## config.mk

```make
export PLATFORM = sky130hd
export DESIGN_NAME = uart_tx_arbiter
export DESIGN_NICKNAME = d
export VERILOG_FILES = /design/src/rtl/uart_tx_arbiter.sv
export SDC_FILE = /design/constraint.sdc
export NUM_CORES = 1
export LEC_CHECK = 0
export ABC_AREA = 1
export BUFFER_PORTS_ARGS = -buffer_cell sky130_fd_sc_hd__buf_2
export CAP_MARGIN = 20
export CORE_MARGIN = 2
export CORE_UTILIZATION = 44
export DETAILED_ROUTE_END_ITERATION = 16
export PLACE_DENSITY = 0.76
export SLEW_MARGIN = 15
export SYNTH_ARGS = -nofsm -noshare
export SYNTH_HDL_FRONTEND = slang
export SYNTH_SLANG_ARGS = --single-unit
```

## constraint.sdc

```tcl
create_clock -name clock_i -period 1.65 [get_ports clock_i]
set_clock_uncertainty 0.05 [all_clocks]
set_input_delay 0.0825 -clock clock_i [delete_from_list [all_inputs] [get_ports clock_i]]
set_output_delay 0.0825 -clock clock_i [all_outputs]
set_load 0.02 [all_outputs]
```

## src/rtl/uart_tx_arbiter.sv

```systemverilog
// Round-robin arbiter sharing one uart_tx serializer among NUM_REQ byte sources.
// A grant can be locked across a multi-byte message so messages never interleave.
module uart_tx_arbiter #(
    parameter int unsigned NUM_REQ = 4,
    parameter int unsigned IDX_W   = $clog2(NUM_REQ)
) (
    input  logic                 clock_i,
    input  logic                 reset_n_i,
    input  logic [NUM_REQ-1:0]   req_valid_i,
    input  logic [8*NUM_REQ-1:0] req_data_i,
    input  logic [NUM_REQ-1:0]   req_last_i,
    output logic [NUM_REQ-1:0]   req_ready_o,
    output logic [7:0]           uart_data_o,
    output logic                 uart_send_o,
    input  logic                 uart_busy_i,
    output logic [IDX_W-1:0]     grant_id_o,
    output logic                 active_o
);

    typedef enum logic [2:0] {
        StIdle,
        StLaunch,
        StWaitStart,
        StWaitDone,
        StHold
    } state_e;

    state_e           state_q, state_d;
    logic [IDX_W-1:0] ptr_q, ptr_d;
    logic [IDX_W-1:0] grant_q, grant_d;
    logic [7:0]       data_q, data_d;
    logic             locked_q, locked_d;
    logic             send_q;

    logic             win_found;
    logic [IDX_W-1:0] win_idx;
    logic [IDX_W-1:0] sel;
    logic             xfer;

    // Lowest valid index at or above ptr wins; otherwise wrap to the lowest valid overall.
    always_comb begin
        win_found = 1'b0;
        win_idx   = '0;
        for (int i = 0; i < int'(NUM_REQ); i++) begin
            if (!win_found && req_valid_i[i] && (IDX_W'(i) >= ptr_q)) begin
                win_found = 1'b1;
                win_idx   = IDX_W'(i);
            end
        end
        for (int i = 0; i < int'(NUM_REQ); i++) begin
            if (!win_found && req_valid_i[i]) begin
                win_found = 1'b1;
                win_idx   = IDX_W'(i);
            end
        end
    end

    assign sel = (state_q == StHold) ? grant_q : win_idx;

    always_comb begin
        req_ready_o = '0;
        if (reset_n_i) begin
            if (state_q == StIdle && win_found && !uart_busy_i) begin
                req_ready_o[win_idx] = 1'b1;
            end else if (state_q == StHold) begin
                req_ready_o[grant_q] = 1'b1;
            end
        end
    end

    assign xfer = |(req_ready_o & req_valid_i);

    always_comb begin
        state_d  = state_q;
        ptr_d    = ptr_q;
        grant_d  = grant_q;
        data_d   = data_q;
        locked_d = locked_q;
        unique case (state_q)
            StIdle, StHold: begin
                if (xfer) begin
                    data_d   = req_data_i[{sel, 3'b000} +: 8];
                    grant_d  = sel;
                    locked_d = !req_last_i[sel];
                    state_d  = StLaunch;
                end
            end
            StLaunch: state_d = StWaitStart;
            StWaitStart: begin
                if (uart_busy_i) begin
                    state_d = StWaitDone;
                end
            end
            StWaitDone: begin
                if (!uart_busy_i) begin
                    if (locked_q) begin
                        state_d = StHold;
                    end else begin
                        // Pointer only moves when a whole message is done.
                        state_d = StIdle;
                        ptr_d   = (grant_q == IDX_W'(NUM_REQ - 1)) ? '0 : grant_q + 1'b1;
                    end
                end
            end
            default: state_d = StIdle;
        endcase
    end

    always_ff @(posedge clock_i) begin
        if (!reset_n_i) begin
            state_q  <= StIdle;
            ptr_q    <= '0;
            grant_q  <= '0;
            data_q   <= 8'h00;
            locked_q <= 1'b0;
            send_q   <= 1'b0;
        end else begin
            state_q  <= state_d;
            ptr_q    <= ptr_d;
            grant_q  <= grant_d;
            data_q   <= data_d;
            locked_q <= locked_d;
            send_q   <= (state_d == StLaunch);
        end
    end

    assign uart_data_o = data_q;
    assign uart_send_o = send_q;
    assign grant_id_o  = grant_q;
    assign active_o    = (state_q != StIdle);

endmodule
```

==> run summary <==
Hold Path Origin - uart_busy_i
Sw frac - 40.9%
# IOs - 59
Overall routing resource usage - 19.9%
Fin nets - 378
Vias per cell - 4.75
Power Internal - 0.000890 W
Clock Sinks - 17
Synth Flop Type - dfxtp_1
Synthesized area per cell - 6.05 um2
Comb power frac - 52.0%
Total leakage power - 1.20 nW
Skew-Pair Late Insertion Delay - 0.30 ns
Initial antenna violation count - 0
Final period util - 114%
Multi-input logic area - 1110 um2
Max IR drop VDD - 0.000651 V
Syn nets - 297
CTS hold repair buffers - 0
Headroom to the max-slew limit - 78.1%
Core area - 3310 um2
Pwr dens - 683 nW/um2
CTS tree - built
Initial core utilization - 45.7%
CTS root buf - clkbuf_4
Total number of vias - 1786
Final hold viol count - 0
Max-Cap Viols - 0
GRT met3 Usage - 4.50%
Largest net degree at the start of global routing - 17
R2r setup slk - -0.23 ns
Worst path max stage delay - 0.36 ns
Setup TNS Final - -3.06 ns
DRC violations left - 0
CP arrival - 2.02 ns
Fillers - 318
GPL Wtd Cong - 0.844
DPL Wire Length - 3.12 mm
# setup viols final - 18
Via count of the first global-routing pass - 1602
EDFF count, synth - 0
Port buffer count - 58
Count of cell types in the netlist - 31
Worst path slowest cell - dfxtp_2
GRT Max-Usage Layer - met2
Final min period - 1.88 ns
CP dominant cell by count - nand2_2
Mapped Cells - 250
Pre-CTS setup slack - -0.141 ns
Die Span Y - 62.6 um
R2r startpoint - ptr_q[1]$_SDFFE_PN0P_
Outcome - finished, violations left
Hold Crit Depth - 3
Reg-to-reg critical path endpoint - uart_data_o[0]$_SDFFE_PN0P_
Final wirelength - 4.18 mm
Hold endpoint - state_q[0]$_SDFF_PN0_
Final worst slack - -0.227 ns
Routed len/inst - 11.1 um
Ratio of cells with drive above 1 in the final layout - 47.3%
Met2 GRT Util - 38.6%
Syn. warnings - 0
GRT met1 Usage - 22.3%
Crit path buf inv count - 1
Htree depth - 1
CP Capture Type - register
CP Data Required Time - 1.79 ns
Violated checks - negative setup slack
Crit Path Class - reg -> reg
Layout area overhead - 45.9%
Worst-path cell chain - nand2_2, a21oi_4, nand3_2, nor2_4, nor2_4, nand2_2, nand2_2, nand3_2, nand2_4, nor2_8, buf_12, nand2_1, nand2_1, nor2_1
First-pass GRT wire length - 6.45 mm
Site Rows - 21
Flop pwr share - 32.8%
Clock power share - 15.2%
RSZ-0062 raised after global routing - true
#FFs+latches synth - 17
Clock slew at reported path FFs - 0.11 ns
Max Root-Sink Buffers - 2
Cells on worst reg2reg path - 14
Cts bufs inserted - 3
Hold WC Path Type - in -> reg
Die width - 62.6 um
Pre-antenna DRT Iters - 4
Drt first-iter violations - 102
Max Fclk - 0.533 GHz
Seq/Total Area, Yosys - 22.5%
Worst-margin pin slew - 0.327 ns
Die area - 3920 um2
P_sw - 0.000616 W
FF/Latch Area - 345 um2
Post-DRT Antenna Nets - 0
GRT Residual Overflow - 0
Total power - 0.00151 W
Number of diodes - 0
CP Launch Type - register
Fin. max-slew vios - 0
Critical path fanouts, max - 14
Post-Syn Area - 1510 um2
Cell family with most CP delay - simple AND/OR/NAND/NOR gates
Async set or reset register ratio after synthesis - 0%
-- per-layer routing --
layer | wire length, um | vias to the layer above | part of all wire, %
met5 | 0 | - | 0
met4 | 51 | 0 | 1.2
met3 | 228 | 6 | 5.5
met2 | 2220 | 59 | 53
met1 | 1680 | 799 | 40
li1 | - | 922 | -
-- sequential cells by signal, indices dropped and copies added, names as in the netlist --
register	cells
ptr_q	2
state_q	3
uart_data_o	8
grant_id_o	2
uart_send_o	1
locked_q	1
-- logic make-up (layout without fill, tap and decap cells) --
logic type | Yosys count | count (layout) | share of synthesized area (%)
buf+inv | 42 | 121 | 14.4
flops | 17 | 17 | 22.5
compound gates | 23 | 23 | 9.19
simple gates | 164 | 165 | 50.6
fa+ha+maj | 4 | 4 | 3.31
-- through the flow --
stage | instance area, um2 | hold slack (ns) | instances | util, %
2_1_floorplan | 1530 | 0.153 | 250 | -
3_3_place_gp | 1970 | 0.373 | 368 | 59.5
3_5_place_dp | 1970 | 0.368 | 368 | 59.5
4_1_cts | 2030 | 0.0387 | 373 | 61.3
5_1_grt | 2210 | 0.0451 | 376 | 66.6
6_report | 2210 | 0.0458 | 376 | 66.6
-- worst max-delay path by stage --
| stage | slack [ns] | cells after the start | from | to |
|---|---|---|---|---|
| 2_1_floorplan | 0.004 | 12 | ptr_q[0]$_SDFFE_PN0P_ | uart_data_o[2]$_SDFFE_PN0P_ |
| 3_3_place_gp | -0.13 | 14 | ptr_q[1]$_SDFFE_PN0P_ | grant_id_o[1]$_SDFFE_PN0P_ |
| 3_5_place_dp | -0.14 | 12 | ptr_q[1]$_SDFFE_PN0P_ | uart_data_o[2]$_SDFFE_PN0P_ |
| 4_1_cts | -0.18 | 12 | ptr_q[1]$_SDFFE_PN0P_ | uart_data_o[2]$_SDFFE_PN0P_ |
| 5_1_grt | -0.38 | 14 | ptr_q[1]$_SDFFE_PN0P_ | uart_data_o[0]$_SDFFE_PN0P_ |
| 6_report | -0.23 | 14 | ptr_q[1]$_SDFFE_PN0P_ | uart_data_o[0]$_SDFFE_PN0P_ |
-- cells in the mapped netlist (2+ instances only) --
cell type / count / share of area, %
nand4_1: 2 / 0.83
nand2_2: 13 / 5.4
inv_2: 6 / 1.5
ha_1: 4 / 3.3
and2_1: 2 / 0.83
nand3_1: 12 / 4.0
nand3_2: 2 / 1.3
o21ai_0: 2 / 0.66
a21oi_1: 7 / 2.3
inv_1: 30 / 7.5
buf_6: 3 / 2.2
nand2_1: 93 / 23
o21ai_1: 9 / 3.0
nor3_1: 2 / 0.66
nor2_2: 6 / 2.5
nor2_1: 24 / 6.0
nand2_4: 3 / 2.2
dfxtp_1: 17 / 23
-- tightest hold or removal path, delay by kind of cell --
| kind | cells | cell delay [ns] |
|---|---|---|
| buf+inv | 1 | 0.14 |
| simple gates | 1 | 0.08 |
| compound gates | 1 | 0.06 |
-- placed cells by master (no fill, tap or decap), types with 8 or more instances in the layout --
master,n
nand2_4,8
nor2_1,19
inv_2,8
nor2_2,8
nand2_2,18
dfxtp_1,13
inv_1,28
buf_2,54
nand2_1,83
buf_4,20
-- layout make-up --
class / count / area share [%]
sequential: 17 / 15.7
clock buffer: 3 / 1.02
tap: 46 / 2.61
inverter: 36 / 6.13
multi-input combinational: 192 / 50.3
clock inverter: 1 / 0.227
timing repair buffer: 81 / 24.0
-- what timing repair did --
action	in CTS	in global routing
gates resized for setup	9	36
gates cloned	0	2
buffers inserted	1	1
pin swaps	2	8
endpoints found under the setup margin	18	18
-- power by group through the flow --
stage / combinational (W) / sequential [W] / clock, W
after floorplan: 0.000411 / 0.000551 / 0
after global placement: 0.000669 / 0.000504 / 0
after detailed placement: 0.000679 / 0.000503 / 0
after CTS: 0.000695 / 0.000495 / 0.000237
after global routing: 0.000861 / 0.000501 / 0.000257
final: 0.000784 / 0.000494 / 0.000229
Note: power is estimated with default switching activity, not from simulation.
